### config.mk
export PLATFORM = sky130hd
export DESIGN_NAME = lcd_timing_gen
export DESIGN_NICKNAME = d
export VERILOG_FILES = /design/src/rtl/lcd_timing_gen.sv
export SDC_FILE = /design/constraint.sdc
export NUM_CORES = 1
export LEC_CHECK = 0
export CAP_MARGIN = 20
export CORE_MARGIN = 2
export CORE_UTILIZATION = 55
export CTS_CLUSTER_DIAMETER = 100
export DETAILED_ROUTE_END_ITERATION = 6
export GPL_TIMING_DRIVEN = 1
export HOLD_SLACK_MARGIN = 0.12
export PLACE_DENSITY = 0.85
export SETUP_SLACK_MARGIN = 0.3
export SKIP_LAST_GASP = 1
export SLEW_MARGIN = 20
export SYNTH_ARGS = -nofsm -noshare
export SYNTH_HDL_FRONTEND = slang
export SYNTH_SLANG_ARGS = --single-unit
### constraint.sdc
create_clock -name clk9MHz -period 3.7 [get_ports clk9MHz]
set_input_delay 0.74 -clock clk9MHz [delete_from_list [all_inputs] [get_ports clk9MHz]]
set_output_delay 0.74 -clock clk9MHz [all_outputs]
set_load 0.1 [all_outputs]
### src/rtl/lcd_timing_gen.sv
// Pixel/line timing generator for a 480x272 LCD panel, with warm-up, run and
// end-of-frame shutdown sequencing. All outputs are registered and cycle-aligned.
module lcd_timing_gen #(
    parameter int H_SYNC         = 41,
    parameter int H_BACK         = 2,
    parameter int H_ACTIVE       = 480,
    parameter int H_FRONT        = 2,
    parameter int V_SYNC         = 10,
    parameter int V_BACK         = 2,
    parameter int V_ACTIVE       = 272,
    parameter int V_FRONT        = 2,
    parameter int POWERUP_FRAMES = 4
) (
    input  logic       clk9MHz,
    input  logic       resetn,
    input  logic       enable,
    output logic [9:0] vgaCount,
    output logic [8:0] lineCount,
    output logic       hsync_n,
    output logic       vsync_n,
    output logic       de,
    output logic       start,
    output logic       frameTick,
    output logic [1:0] fsm_state
);

    localparam int H_TOTAL = H_SYNC + H_BACK + H_ACTIVE + H_FRONT;
    localparam int V_TOTAL = V_SYNC + V_BACK + V_ACTIVE + V_FRONT;

    localparam logic [9:0] H_LAST   = 10'(H_TOTAL - 1);
    localparam logic [9:0] HS_END   = 10'(H_SYNC);
    localparam logic [9:0] HV_BEGIN = 10'(H_SYNC + H_BACK);
    localparam logic [9:0] HV_END   = 10'(H_SYNC + H_BACK + H_ACTIVE);
    localparam logic [8:0] V_LAST   = 9'(V_TOTAL - 1);
    localparam logic [8:0] VS_END   = 9'(V_SYNC);
    localparam logic [8:0] VV_BEGIN = 9'(V_SYNC + V_BACK);
    localparam logic [8:0] VV_END   = 9'(V_SYNC + V_BACK + V_ACTIVE);
    localparam logic [7:0] PU_FRAMES = 8'(POWERUP_FRAMES);

    typedef enum logic [1:0] {IDLE = 2'd0, WARMUP = 2'd1, RUN = 2'd2, DRAIN = 2'd3} state_t;

    state_t     state, state_nxt;
    logic [7:0] frames, frames_nxt, frames_inc;
    logic [9:0] h_nxt;
    logic [8:0] v_nxt;
    logic       run_nxt, vis_nxt;

    assign fsm_state = state;

    // Everything registered below is derived from the next-cycle counter and
    // state values, so the decodes line up with the counters they describe.
    always_comb begin
        state_nxt  = state;
        frames_nxt = frames;
        frames_inc = (frames == 8'hFF) ? frames : frames + 8'd1;
        h_nxt      = (vgaCount == H_LAST) ? 10'd0 : vgaCount + 10'd1;
        v_nxt      = lineCount;
        if (vgaCount == H_LAST) begin
            v_nxt = (lineCount == V_LAST) ? 9'd0 : lineCount + 9'd1;
        end

        case (state)
            IDLE: begin
                if (enable) state_nxt = WARMUP;
            end
            WARMUP: begin
                if (!enable) begin
                    state_nxt = IDLE;
                end else if (frameTick) begin
                    frames_nxt = frames_inc;
                    if (frames_inc >= PU_FRAMES) state_nxt = RUN;
                end
            end
            RUN: begin
                if (!enable) state_nxt = DRAIN;
            end
            DRAIN: begin
                // Shutdown completes on the frame boundary even if enable returns then.
                if (frameTick) state_nxt = IDLE;
                else if (enable) state_nxt = RUN;
            end
            default: state_nxt = IDLE;
        endcase

        // IDLE (held or entered) parks counters at the origin and forgets warm-up progress.
        if (state == IDLE || state_nxt == IDLE) begin
            h_nxt      = 10'd0;
            v_nxt      = 9'd0;
            frames_nxt = 8'd0;
        end

        run_nxt = (state_nxt == RUN) || (state_nxt == DRAIN);
        vis_nxt = (h_nxt >= HV_BEGIN) && (h_nxt < HV_END) &&
                  (v_nxt >= VV_BEGIN) && (v_nxt < VV_END);
    end

    always_ff @(posedge clk9MHz or negedge resetn) begin
        if (!resetn) begin
            state     <= IDLE;
            frames    <= 8'd0;
            vgaCount  <= 10'd0;
            lineCount <= 9'd0;
            hsync_n   <= 1'b1;
            vsync_n   <= 1'b1;
            de        <= 1'b0;
            start     <= 1'b0;
            frameTick <= 1'b0;
        end else begin
            state     <= state_nxt;
            frames    <= frames_nxt;
            vgaCount  <= h_nxt;
            lineCount <= v_nxt;
            hsync_n   <= (state_nxt == IDLE) || (h_nxt >= HS_END);
            vsync_n   <= (state_nxt == IDLE) || (v_nxt >= VS_END);
            start     <= run_nxt;
            de        <= run_nxt && vis_nxt;
            frameTick <= (state_nxt != IDLE) && (h_nxt == H_LAST) && (v_nxt == V_LAST);
        end
    end

endmodule
==> metrics.md, run 1 <==
| Metric | Value |
|---|---|
| Largest net degree at the start of global routing | `35` |
| Synth cell types | `between 50 and 60` |
| Pre-antenna DRT Iters | `4` |
| Worst hold start | `frames[5]` |
| Core Footprint | `~0.0037 mm²` |
| Worst VDD drop | `0.195 mV` |
| Number of port buffers | `28` |
| H-tree depth | `2` |
| Post-DP HPWL | `around 3500 µm` |
| CTS Hold Bufs | `0` |
| Ports | `29` |
| Worst hold stages | `1` |
| Overflow after GRT | `0` |
| Worst-path clk slew | `0.07 ns` |
| Cell breakdown of the critical path | `inv_1 -> ha_1 -> or3b_2 -> or3_1 -> o31ai_4 -> nor2_1 -> o211ai_2 -> nand4b_1 -> nor4_1` |
| Worst-margin pin slew | `just under 1 ns` |
| First-pass GRT wire length | `around 8000 µm` |
| N_diodes | `0` |
| Synthesized Nets | `252` |
| CTS Buf Count | `5` |
| Setup Fix Bufs, Post-CTS | `0` |
| Crit. path cell count | `9` |
| Slew headroom | `0.339` |
| Yosys reg bits | `34` |
| Critical Path RT | `between 3 and 4 ns` |
| Buf+Inv Stages, Crit Path | `1` |
| HP Class | `flip-flop to flip-flop` |
| Starting Density | `0.582` |
| Min Tclk post-route | `between 3 and 4 ns` |
| Power per cell area | `between 200 and 300 mW/mm²` |
| Top sig layer | `met4` |
| Crit-path leading delay family | `simple AND/OR/NAND/NOR gates` |
| Post_cts resized | `0` |
| Post-synth ARST share | `1.00` |
| Slowest cell delay on critical path | `approximately 0.59 ns` |
| DR WL met3 | `about 270 µm` |
| Critical R2R Launch | `vgaCount[0]` |
| Yosys top cell area share | `0.370` |
| Placer congestion estimate | `just under 0.9` |
| Most common cell after layout, fill and taps aside | `nor2_1` |
| P&R area growth vs syn | `16.8%` |
| Routed via count | `between 1500 and 2000` |
| Final worst-path cycle share | `0.853` |
| Hold Slack | `approximately 0.57 ns` |
| Die area | `roughly 0.0045 mm²` |
| Syn avg cell area | `8.87 µm²` |
| Final antenna-violating net count | `0` |
| CP Capture Type | `flip-flop` |
| Final Hold Viols | `0` |
| CP max FO | `13` |
| Clock Path Buffers | `2` |
| Vias in the first global route | `1789` |
| Most frequent cells in the layout | `nor2_1, dfrtp_1, clkdlybuf4s50_1` |
| Max Cap Viol | `0` |
| Die width | `between 60 and 70 µm` |
| GRT Total Usage | `0.240` |
| Met2 wire len | `~2400 µm` |
| Pleak | `between 0.0009 and 0.001 µW` |
| Synth Instances | `244` |
| Post-synthesis sequential area ratio | `0.394` |
| TritonCTS clock tree | `yes` |
| CTS Root Cell | `clkbuf_8` |
| DRC | `0` |
| Final Skew | `0.00649 ns` |
| Average wire per standard cell | `about 15 µm` |
| Antenna violations before repair | `0` |
| Main synth FF type | `dfrtp_1` |
| Routed WL | `a little under 5000 µm` |
| WP data arrival | `roughly 3.3 ns` |
| Final setup viols | `0` |
| Max frequency | `~320 MHz` |
| Mapped Area | `roughly 0.0022 mm²` |
| Drt initial violations | `178` |
| Reg2reg path depth | `9` |
| R2r setup slk | `0.54 ns` |
| Layout cells sized above 1 | `0.0704` |
| Yosys warning count | `0` |
| Clock Latency Late Sink | `between 0.2 and 0.3 ns` |
| Status | `finished, final reports clean` |
| TritonCTS Sinks | `34` |
| Total negative setup slack | `0 ns` |
| EDFF count, synth | `0` |
| Worst path slowest cell | `o31ai_4` |
| # nets final | `278` |
| Chip height | `66.7 µm` |
| Synth top area cells | `dfrtp_1, nor2_1, xnor2_1` |
| Final slew viol count | `0` |
| Synth area leader | `dfrtp_1` |
| Crit path from | `vgaCount[0]` |
| Vias/cell | `about 6` |
| CP Launch Type | `flip-flop` |
| Kind of critical path | `flip-flop to flip-flop` |
| RSZ-0062 raised after global routing | `false` |
| Met1 Wirelength | `roughly 2200 µm` |
| Cell row count | `22` |
[through the flow]
stage               setup slack, ns  cell area [µm²]  std cells  total power (µW)  utilization
detailed placement            0.592             2450        311               443        0.659
finish                        0.544             2530        318               698        0.680
CTS                           0.572             2530        318               705        0.680
global placement              0.673             2450        311               442        0.659
floorplan                     0.565             2160        244               422            -
global route                  0.354             2530        318               727        0.680
[cells by family (layout without fill, tap and decap cells)]
| kind of cell | Yosys count | count (layout) | share of synthesized area |
|---|---|---|---|
| simple gates | 119 | 119 | 0.288 |
| compound gates | 42 | 42 | 0.142 |
| flops | 34 | 34 | 0.394 |
| buf+inv | 20 | 46 | 0.0468 |
| xor+xnor | 19 | 19 | 0.0769 |
| fa+ha+maj | 5 | 5 | 0.0289 |
| mux | 5 | 5 | 0.0231 |
[routing by layer]
metal	global-route usage	vias up
met4	0.0918	0
met1	0.322	944
met2	0.378	54
li1	-	929
met5	0	-
met3	0.0541	6
[cell usage after synthesis (3+ instances only)]
cell type	count
buf_6	3
nand4_1	8
clkbuf_1	7
nand3_1	9
a31oi_1	5
nand2_1	17
and3_1	3
ha_1	5
dfrtp_1	32
nor3_1	13
or3_1	3
xor2_1	5
inv_1	9
and2_1	4
nor2_1	34
mux2i_1	5
o21ai_0	9
nand3b_1	3
xnor2_1	14
nand2b_1	5
a21oi_1	6
nor4_1	7
[worst paths after layout]
kind / end
setup reg to reg: de
setup / recovery: de
hold reg to reg: frames[5]
max in group asynchronous: hsync_n
min in group asynchronous: lineCount[6]
hold / removal: frames[5]
[layout make-up]
class                   instances  area [µm²]
clock buffers                   6        72.6
clock inverters                 1        7.51
fillers                       309        1190
inverters                       9        33.8
multi-input cells             190        1210
flip-flops and latches         34         853
well taps                      48        60.1
repair buffers                 30         290
[sequential cells by signal (all words and copies together), names as in the netlist]
name and cells:
de 1, start 1, frameTick 1, lineCount 9, vgaCount 10, fsm_state 2
vsync_n 1, hsync_n 1, frames 8
[report_power, final]
group          total (µW)  switching [µW]  leakage [µW]  internal (µW)
sequential            378            2.84      0.000465            375
clock                 262             133     0.0000373            129
combinational        57.9            43.8      0.000449           14.1
total                 698             180      0.000951            518
No activity file was read; power rests on OpenSTA's default activity.
==> inputs of run 2 (changes only) <==
--- a/config.mk
+++ b/config.mk
@@ -13,6 +13,7 @@
 export GPL_TIMING_DRIVEN = 1
 export HOLD_SLACK_MARGIN = 0.12
 export PLACE_DENSITY = 0.85
+export RECOVER_POWER = 50
 export SETUP_SLACK_MARGIN = 0.3
 export SKIP_LAST_GASP = 1
 export SLEW_MARGIN = 20
==> constraint.sdc (replaced) <==
create_clock -name clk9MHz -period 3.7 [get_ports clk9MHz]
set_input_delay 0.74 -clock clk9MHz [delete_from_list [all_inputs] [get_ports clk9MHz]]
set_output_delay 0.74 -clock clk9MHz [all_outputs]
set_load 0.01 [all_outputs]
==> metrics.md, run 2 (same netlist as run 1, synthesis figures left out) <==
| Metric | Value |
|---|---|
| Met1 Track Usage GR | `0.338` |
| GRT Total Usage | `0.268` |
| Largest net degree at the start of global routing | `35` |
| Biggest regs | `vgaCount x10, lineCount x9, frames x8` |
| Worst hold stages | `1` |
| Largest register FFs | `10` |
| Chip height | `66.7 µm` |
| Reg2reg path depth | `9` |
| Slew headroom | `-0.173` |
| TritonCTS clock tree | `yes` |
| Worst path slowest cell | `o31ai_4` |
| CTS Root Cell | `clkbuf_8` |
| Ports | `29` |
| Buf+Inv Stages, Crit Path | `1` |
| Largest register by flop count | `vgaCount` |
| Min Tclk post-route | `3.19 ns` |
| Most common cell after layout, fill and taps aside | `nor2_1` |
| Setup Fix Bufs, Post-CTS | `0` |
| Number of port buffers | `28` |
| CP max FO | `13` |
| Status | `finished with violations` |
| Kind of critical path | `flip-flop to flip-flop` |
| Critical Path RT | `a little under 4 ns` |
| Worst-path clk slew | `about 0.080 ns` |
| Final Hold Viols | `0` |
| Die area | `approximately 0.0045 mm²` |
| Final Skew | `approximately 0.013 ns` |
| CP Capture Type | `flip-flop` |
| Final worst slack | `roughly 0.5 ns` |
| Drt initial violations | `just over 200` |
| Final setup viols | `0` |
| RSZ-0062 raised after global routing | `false` |
| Pre-antenna DRT Iters | `5` |
| R2r setup slk | `about 0.51 ns` |
| Routed WL | `~5300 µm` |
| Pre-CTS setup slack | `0.611 ns` |
| Power, Total | `777 µW` |
| Final slew viol count | `35` |
| Post_cts resized | `0` |
| Average wire per standard cell | `~17 µm` |
| P&R area growth vs syn | `18.5%` |
| Die width | `~67 µm` |
| Layout cells sized above 1 | `0.0627` |
| GR Layer Usage met3 | `0.0743` |
| Final worst-path cycle share | `0.862` |
| Antenna violations before repair | `0` |
| Worst hold start | `frames[5]` |
| Clock Latency Late Sink | `roughly 0.29 ns` |
| Crit-path leading delay family | `simple AND/OR/NAND/NOR gates` |
| Pleak | `0.000985 µW` |
| Vias/cell | `~6.3` |
| Failing checks | `capacitance limit, slew limit` |
| Hold Slack | `approximately 0.56 ns` |
| Critical R2R Launch | `vgaCount[0]` |
| Cell row count | `22` |
| Slowest cell delay on critical path | `~0.60 ns` |
| N_diodes | `0` |
| Power per cell area | `around 300 mW/mm²` |
| Post-DP HPWL | `around 3600 µm` |
| Total negative setup slack | `0 ns` |
| Routed via count | `2020` |
| Most used routing layer | `met2` |
| Cell breakdown of the critical path | `inv_1 -> ha_1 -> or3b_2 -> or3_1 -> o31ai_4 -> a21oi_2 -> o211ai_2 -> nand4b_1 -> nor4_1` |
| CP Launch Type | `flip-flop` |
| Vias in the first global route | `about 1900` |
| Worst VDD drop | `between 0.15 and 0.2 mV` |
| M2 GR Usage | `0.443` |
| Overflow after GRT | `0` |
| R2r endpoint | `de` |
| Core Footprint | `roughly 0.0037 mm²` |
| TritonCTS Sinks | `34` |
| Placer congestion estimate | `between 0.8 and 0.9` |
| Clock Path Buffers | `2` |
| H-tree depth | `2` |
| # nets final | `approximately 280` |
| HP Class | `flip-flop to flip-flop` |
| Final antenna-violating net count | `0` |
| CTS Hold Bufs | `0` |
| WP data arrival | `3.39 ns` |
| Max frequency | `314 MHz` |
| First-pass GRT wire length | `slightly above 9000 µm` |
| CTS Buf Count | `5` |
| Max Cap Viol | `1` |
| Most frequent cells in the layout | `nor2_1, dfrtp_1, clkdlybuf4s50_1` |
| DRC | `0` |
| Hold worst-path end | `frames[5]` |
| Worst-margin pin slew | `approximately 1.8 ns` |
| Starting Density | `0.582` |
## run 2: final cells by class
cell class                      instances  area, µm²
Inverter                                9       33.8
Clock buffer                            7       86.3
Multi-Input combinational cell        190       1210
Fill cell                             302       1150
Timing Repair Buffer                   30        292
Tap cell                               48       60.1
Clock inverter                          1       30.0
Sequential cell                        34        853
## run 2: worst max-delay path by stage
stage / start / to / depth (start not counted)
floorplan: vgaCount[0] / de / 10
global placement: vgaCount[0] / de / 9
CTS: vgaCount[0] / de / 9
finish: vgaCount[0] / de / 9
detailed placement: vgaCount[0] / de / 9
global route: vgaCount[0] / de / 9
## run 2: through the flow
step                std cells   util  instance area, µm²
finish                    319  0.690                2560
global route              319  0.690                2560
CTS                       319  0.691                2570
detailed placement        311  0.660                2450
global placement          311  0.660                2450
floorplan                 244      -                2160
## run 2: power breakdown
part	internal [µW]	switching [µW]	total [µW]
clock network	220	142	362
registers	375	3.02	378
logic	13.1	24.2	37.3
total	608	169	777
## run 2: layer usage
metal	vias up	share of wire
met4	0	0.013
met5	-	0
met1	993	0.44
met3	9	0.053
li1	937	-
met2	81	0.49
